File: src/rtl/e3_pkg.sv
// Shared Excess-3 definitions for the sequential XS-3 multiplier.
package e3_pkg;

    localparam logic [3:0] XS3_ZERO = 4'b0011;
    localparam logic [3:0] XS3_MIN  = 4'b0011;
    localparam logic [3:0] XS3_MAX  = 4'b1100;

    typedef enum logic [1:0] {IDLE, RUN, DONE, ERR} state_t;

    // A digit code is legal only inside the 0..9 window of XS-3.
    function automatic bit xs3_valid(input logic [3:0] digit);
        return (digit >= XS3_MIN) && (digit <= XS3_MAX);
    endfunction

    // Decimal value of a (valid) XS-3 digit.
    function automatic logic [3:0] xs3_to_int(input logic [3:0] digit);
        return digit - XS3_ZERO;
    endfunction

endpackage

File: src/rtl/e3_add.sv
// Combinational multi-digit XS-3 ripple adder; the top-digit carry is dropped.
module e3_add
    import e3_pkg::*;
#(
    parameter int NDIG_ADD = 4
) (
    input  logic [4*NDIG_ADD-1:0] a,
    input  logic [4*NDIG_ADD-1:0] b,
    output logic [4*NDIG_ADD-1:0] sum
);

    // carry[g] is the carry into digit g
    logic [NDIG_ADD-1:0] carry;

    assign carry[0] = 1'b0;

    for (genvar g = 0; g < NDIG_ADD; g++) begin : g_dig
        logic [4:0] raw;

        // Binary add of two XS-3 digits carries a +6 bias; correct it back to +3.
        assign raw = {1'b0, a[4*g +: 4]} + {1'b0, b[4*g +: 4]} + {4'b0, carry[g]};
        assign sum[4*g +: 4] = raw[4] ? raw[3:0] + XS3_ZERO : raw[3:0] - XS3_ZERO;

        if (g < NDIG_ADD - 1) begin : g_chain
            assign carry[g+1] = raw[4];
        end
    end

endmodule

File: src/rtl/e3_seq_mult.sv
// Sequential XS-3 multiplier: repeated addition of the shifted multiplicand,
// one multiplier digit at a time, accumulator kept in XS-3 throughout.
module e3_seq_mult
    import e3_pkg::*;
#(
    parameter int NDIG = 2
) (
    input  logic              clk,
    input  logic              rst_n,
    input  logic              start,
    input  logic [4*NDIG-1:0] in_0,
    input  logic [4*NDIG-1:0] in_1,
    output logic              busy,
    output logic              done,
    output logic              err,
    output logic [8*NDIG-1:0] out
);

    localparam int OW = 4 * NDIG;
    localparam int PW = 8 * NDIG;
    localparam int JW = (NDIG > 1) ? $clog2(NDIG) : 1;
    localparam logic [PW-1:0] PROD_ZERO = {(2*NDIG){XS3_ZERO}};
    localparam logic [JW-1:0] J_LAST    = JW'(NDIG - 1);

    state_t          state;
    logic [OW-1:0]   mcand;
    logic [OW-1:0]   mplier;
    logic [PW-1:0]   acc;
    logic [PW-1:0]   addend;
    logic [PW-1:0]   acc_nxt;
    logic [JW-1:0]   j;
    logic [3:0]      cnt;
    logic [3:0]      next_dig;
    logic            ops_ok;

    // Both operands must consist solely of legal XS-3 digit codes.
    always_comb begin
        ops_ok = 1'b1;
        for (int k = 0; k < NDIG; k++) begin
            if (!xs3_valid(in_0[4*k +: 4]) || !xs3_valid(in_1[4*k +: 4]))
                ops_ok = 1'b0;
        end
    end

    // Multiplicand shifted up j digits; vacated digits hold XS-3 zero.
    always_comb begin
        addend = PROD_ZERO;
        for (int k = 0; k < NDIG; k++)
            addend[4*(k + int'(j)) +: 4] = mcand[4*k +: 4];
    end

    // Multiplier digit j+1, loaded into cnt when moving to the next digit.
    always_comb begin
        next_dig = XS3_ZERO;
        for (int k = 0; k < NDIG; k++) begin
            if (k == int'(j) + 1)
                next_dig = mplier[4*k +: 4];
        end
    end

    e3_add #(.NDIG_ADD(2*NDIG)) u_add (
        .a   (acc),
        .b   (addend),
        .sum (acc_nxt)
    );

    // Control FSM with registered handshake outputs and the datapath registers.
    always_ff @(posedge clk or negedge rst_n) begin
        if (!rst_n) begin
            state  <= IDLE;
            busy   <= 1'b0;
            done   <= 1'b0;
            err    <= 1'b0;
            out    <= PROD_ZERO;
            acc    <= PROD_ZERO;
            mcand  <= '0;
            mplier <= '0;
            j      <= '0;
            cnt    <= '0;
        end else begin
            done <= 1'b0;
            err  <= 1'b0;
            case (state)
                IDLE: begin
                    if (start) begin
                        mcand  <= in_0;
                        mplier <= in_1;
                        busy   <= 1'b1;
                        if (!ops_ok) begin
                            state <= ERR;
                        end else begin
                            state <= RUN;
                            j     <= '0;
                            cnt   <= xs3_to_int(in_1[3:0]);
                            acc   <= PROD_ZERO;
                        end
                    end
                end
                RUN: begin
                    if (cnt != 4'd0) begin
                        acc <= acc_nxt;
                        cnt <= cnt - 4'd1;
                    end else if (j == J_LAST) begin
                        state <= DONE;
                    end else begin
                        j   <= j + 1'b1;
                        cnt <= xs3_to_int(next_dig);
                    end
                end
                DONE: begin
                    out   <= acc;
                    done  <= 1'b1;
                    busy  <= 1'b0;
                    state <= IDLE;
                end
                ERR: begin
                    out   <= PROD_ZERO;
                    done  <= 1'b1;
                    err   <= 1'b1;
                    busy  <= 1'b0;
                    state <= IDLE;
                end
                default: state <= IDLE;
            endcase
        end
    end

endmodule

File: config.mk
export PLATFORM = sky130hd
export DESIGN_NAME = e3_seq_mult
export DESIGN_NICKNAME = d
export VERILOG_FILES = /design/src/rtl/e3_pkg.sv /design/src/rtl/e3_add.sv /design/src/rtl/e3_seq_mult.sv
export SDC_FILE = /design/constraint.sdc
export NUM_CORES = 1
export LEC_CHECK = 0
export ABC_CLOCK_PERIOD_IN_PS = 6200
export CAP_MARGIN = 15
export CORE_MARGIN = 3
export CORE_UTILIZATION = 51
export DETAILED_ROUTE_END_ITERATION = 10
export PLACE_DENSITY = 0.78
export SETUP_SLACK_MARGIN = 0.3
export SLEW_MARGIN = 20
export SYNTH_ARGS = -nofsm -noshare
export SYNTH_HDL_FRONTEND = slang
export SYNTH_SLANG_ARGS = --single-unit
File: constraint.sdc
create_clock -name clk -period 6.2 [get_ports clk]
set_clock_uncertainty 0.1 [all_clocks]
set_input_delay 1.86 -clock clk [delete_from_list [all_inputs] [get_ports clk]]
set_output_delay 1.86 -clock clk [all_outputs]
set_load 0.01 [all_outputs]
==> results.md <==
* Final Cycle Share at roughly 91%
* Syn nets at about 420
* Htree depth at 2
* DRC viols at 0
* HPWL Detailed at approximately 5300 µm
* Die X-Extent at slightly below 90 µm
* Final setup TNS at 0 ns
* Routed vias/inst at ~5.4
* Clk sinks at between 50 and 60
* Seq/Total Area, Yosys at about 40%
* Routed WL at approximately 7100 µm
* Kind of critical path: reg -> reg
* Length of routed met3 wiring at ~300 µm
* Die H at between 80 and 90 µm
* Reg2Reg Setup Slack at about 0.53 ns
* Core area at 0.006422 mm²
* Antenna cells at 0
* Netlist cell types at 46
* #FFs+latches synth at 54
* Via Count at roughly 2600
* Clock slew at reported path FFs at 0.10 ns
* Worst-Margin Slew at roughly 0.96 ns
* Asr flop ratio synth at 100.0%
* Area delta synth->final at 16.90%
* GPL Wtd Cong at around 0.84
* Max Slew Vio Count at 0
* RSZ-0062 raised after global routing: no
* CTS tree: yes
* Die footprint at between 0.007 and 0.008 mm²
* WL/cell at around 15 µm
* CP Launch Type: register
* Status: complete, no violations
* Port Buf Inserts at 37
* Mapped Cells at around 370
* # setup viols final at 0
* R2R Path End: acc[15]
* Crit path to: acc[15]
* Largest net degree at the start of global routing at 55
* Hold Path Class: reg -> reg
* CP Data Required Time at around 6.3 ns
* Most common cell after layout, fill and taps aside: nand2_1
* Top Metal Used: met4
* I/O Pins at 38
* Critical path peak fanout at 20
* Crit path time final at ~5.7 ns
* Antenna viol nets, final at 0
* Syn Std Cell Area at about 0.0034 mm²
* Fmax at roughly 180 MHz
* Worst R2R Path Depth at 26
* Worst slew margin at ~36%
* Synthesized area per cell at roughly 9.4 µm²
* Primary FF master, synth: dfrtp_1
* Crit. End Element: register
* Site Rows at 29
* Hold violation count in the final report at 0
* Wire length on met2 at around 3500 µm
* Reg-to-reg startpoint: j
* Most frequent cells in the layout: nand2_1, dfrtp_1, clkdlybuf4s50_1, inv_1, o21ai_0
* Initial antenna violation count at 0
* CTS root buf: clkbuf_8
* Maximum root-to-sink buffer count at 2
* Total CTS buffers at 5
* CP startpoint: j
* CTS Hold Buffers Added at 0
* Total track usage at 20.23%
* Share of layout cells above drive strength 1 at between 15 and 20%
* Post-synth EDFFs at 0
* Drt first pass iters at 4
* WL met1 at between 3000 and 4000 µm
* Syn. warnings at 0
* GR Overflow Total at 0
* First-pass GRT wire length at 12340 µm
* Clock Latency Late Sink at slightly above 0.3 ns
* Critical path arrival at 5.75 ns
* Nets at ~450
* Iteration-0 DRC Markers at 120
* Vias in the first global route at 2675
* Initial Util at between 50% and 60%
* Max_cap viols at 0
==> sequential cells by signal, indices dropped and copies added, names as in the netlist <==
name / flops
out: 16
err: 1
state: 2
j: 1
cnt: 4
mcand: 8
done: 1
mplier: 4
acc: 16
busy: 1
==> synth_stat cells (all sizes together) (3+ instances only) <==
cell type	n	area (µm²)
nand2	64	242.7
dfrtp	38	950.9
inv	31	116.4
o21ai	29	148.9
ha	24	300.3
a21oi	22	117.6
nor2	18	70.07
dfstp	16	420.4
clkbuf	10	37.54
nor2b	10	62.56
a21o	9	67.56
fa	9	180.2
xnor2	9	78.83
xor2	8	70.07
nand2b	7	43.79
or2	6	37.54
buf	5	37.53
o22a	5	43.79
and2	4	25.02
nor3	4	30.03
o211ai	4	50.05
a22oi	3	22.52
a2bb2oi	3	26.28
mux2	3	37.53
mux2i	3	30.03
nand3	3	15.01
==> logic make-up (layout without fill, tap and decap cells) <==
kind of cell               Yosys count  after routing  share of synthesized area [%]
DFF                                 54             54                          40.01
and+or+nand+nor                    122            122                          16.65
AOI/OAI and AO/OA                   88             88                          17.42
adders and majority gates           33             33                          14.02
buffers and inverters               46             83                          5.586
muxes                                6              6                          1.971
xor gates and xnor gates            17             17                          4.345
==> layout make-up <==
cell class | instances | area (µm²)
clock buffers | 6 | 82.58
multi-input cells | 266 | 1906
clock inverters | 2 | 16.27
flip-flops and latches | 54 | 1371
fillers | 533 | 2416
well taps | 77 | 96.34
repair buffers | 44 | 417.9
inverters | 31 | 116.4
==> metrics by stage <==
| step | utilization, % | cells | setup slack, ns | hold slack (ns) | cell area, µm² |
|---|---|---|---|---|---|
| finish | 62.38 | 480 | 0.5336 | 0.3969 | 4006 |
| global route | 62.38 | 480 | 0.2777 | 0.4077 | 4006 |
| CTS | 61.47 | 475 | 0.3717 | 0.3977 | 3948 |
| detailed placement | 59.71 | 467 | 0.1875 | 0.3797 | 3835 |
| global placement | 59.71 | 467 | 0.4486 | 0.3763 | 3835 |
| floorplan | - | 366 | 0.3168 | 0.3543 | 3436 |
==> what timing repair did <==
item	in CTS	in global routing
gates resized for setup	3	8
setup endpoints to repair	1	1
pin swaps	0	3
cloned	0	0
setup buffers	0	5
endpoints found under the hold margin	0	0
==> layer usage <==
metal	GRT usage, %	vias up
met5	0	-
met4	5.021	0
met3	3.481	5
met2	33.63	66
met1	27.58	1236
li1	-	1304
==> worst max-delay path: stages (launching register included) <==
cell	delay, ns
dfrtp_1	0.38
buf_4	0.20
or2_2	0.35
fa_2	0.41
a21o_1	0.19
a21o_1	0.22
inv_1	0.11
fa_2	0.22
fa_2	0.21
inv_1	0.04
a21o_1	0.16
a21oi_2	0.18
inv_2	0.09
fa_2	0.37
fa_2	0.38
a21o_1	0.20
a21oi_4	0.20
ha_2	0.21
ha_2	0.20
inv_1	0.07
nand3_2	0.11
inv_1	0.06
ha_1	0.29
a21o_1	0.20
a21oi_2	0.15
xor2_1	0.15
o21ai_0	0.08
==> worst min-delay path by stage <==
| stage | start | to | slack (ns) | cells past startpoint |
|---|---|---|---|---|
| after floorplan | mcand[2] | mcand[2] | 0.35 | 2 |
| after global placement | mcand[7] | mcand[7] | 0.38 | 2 |
| after detailed placement | out[4] | out[4] | 0.38 | 2 |
| after CTS | out[4] | out[4] | 0.40 | 2 |
| after global routing | out[13] | out[13] | 0.41 | 2 |
| final | out[4] | out[4] | 0.40 | 2 |
Power is not shown: default switching activity piles up to over one toggle a cycle in this logic, so the estimate is an artifact.
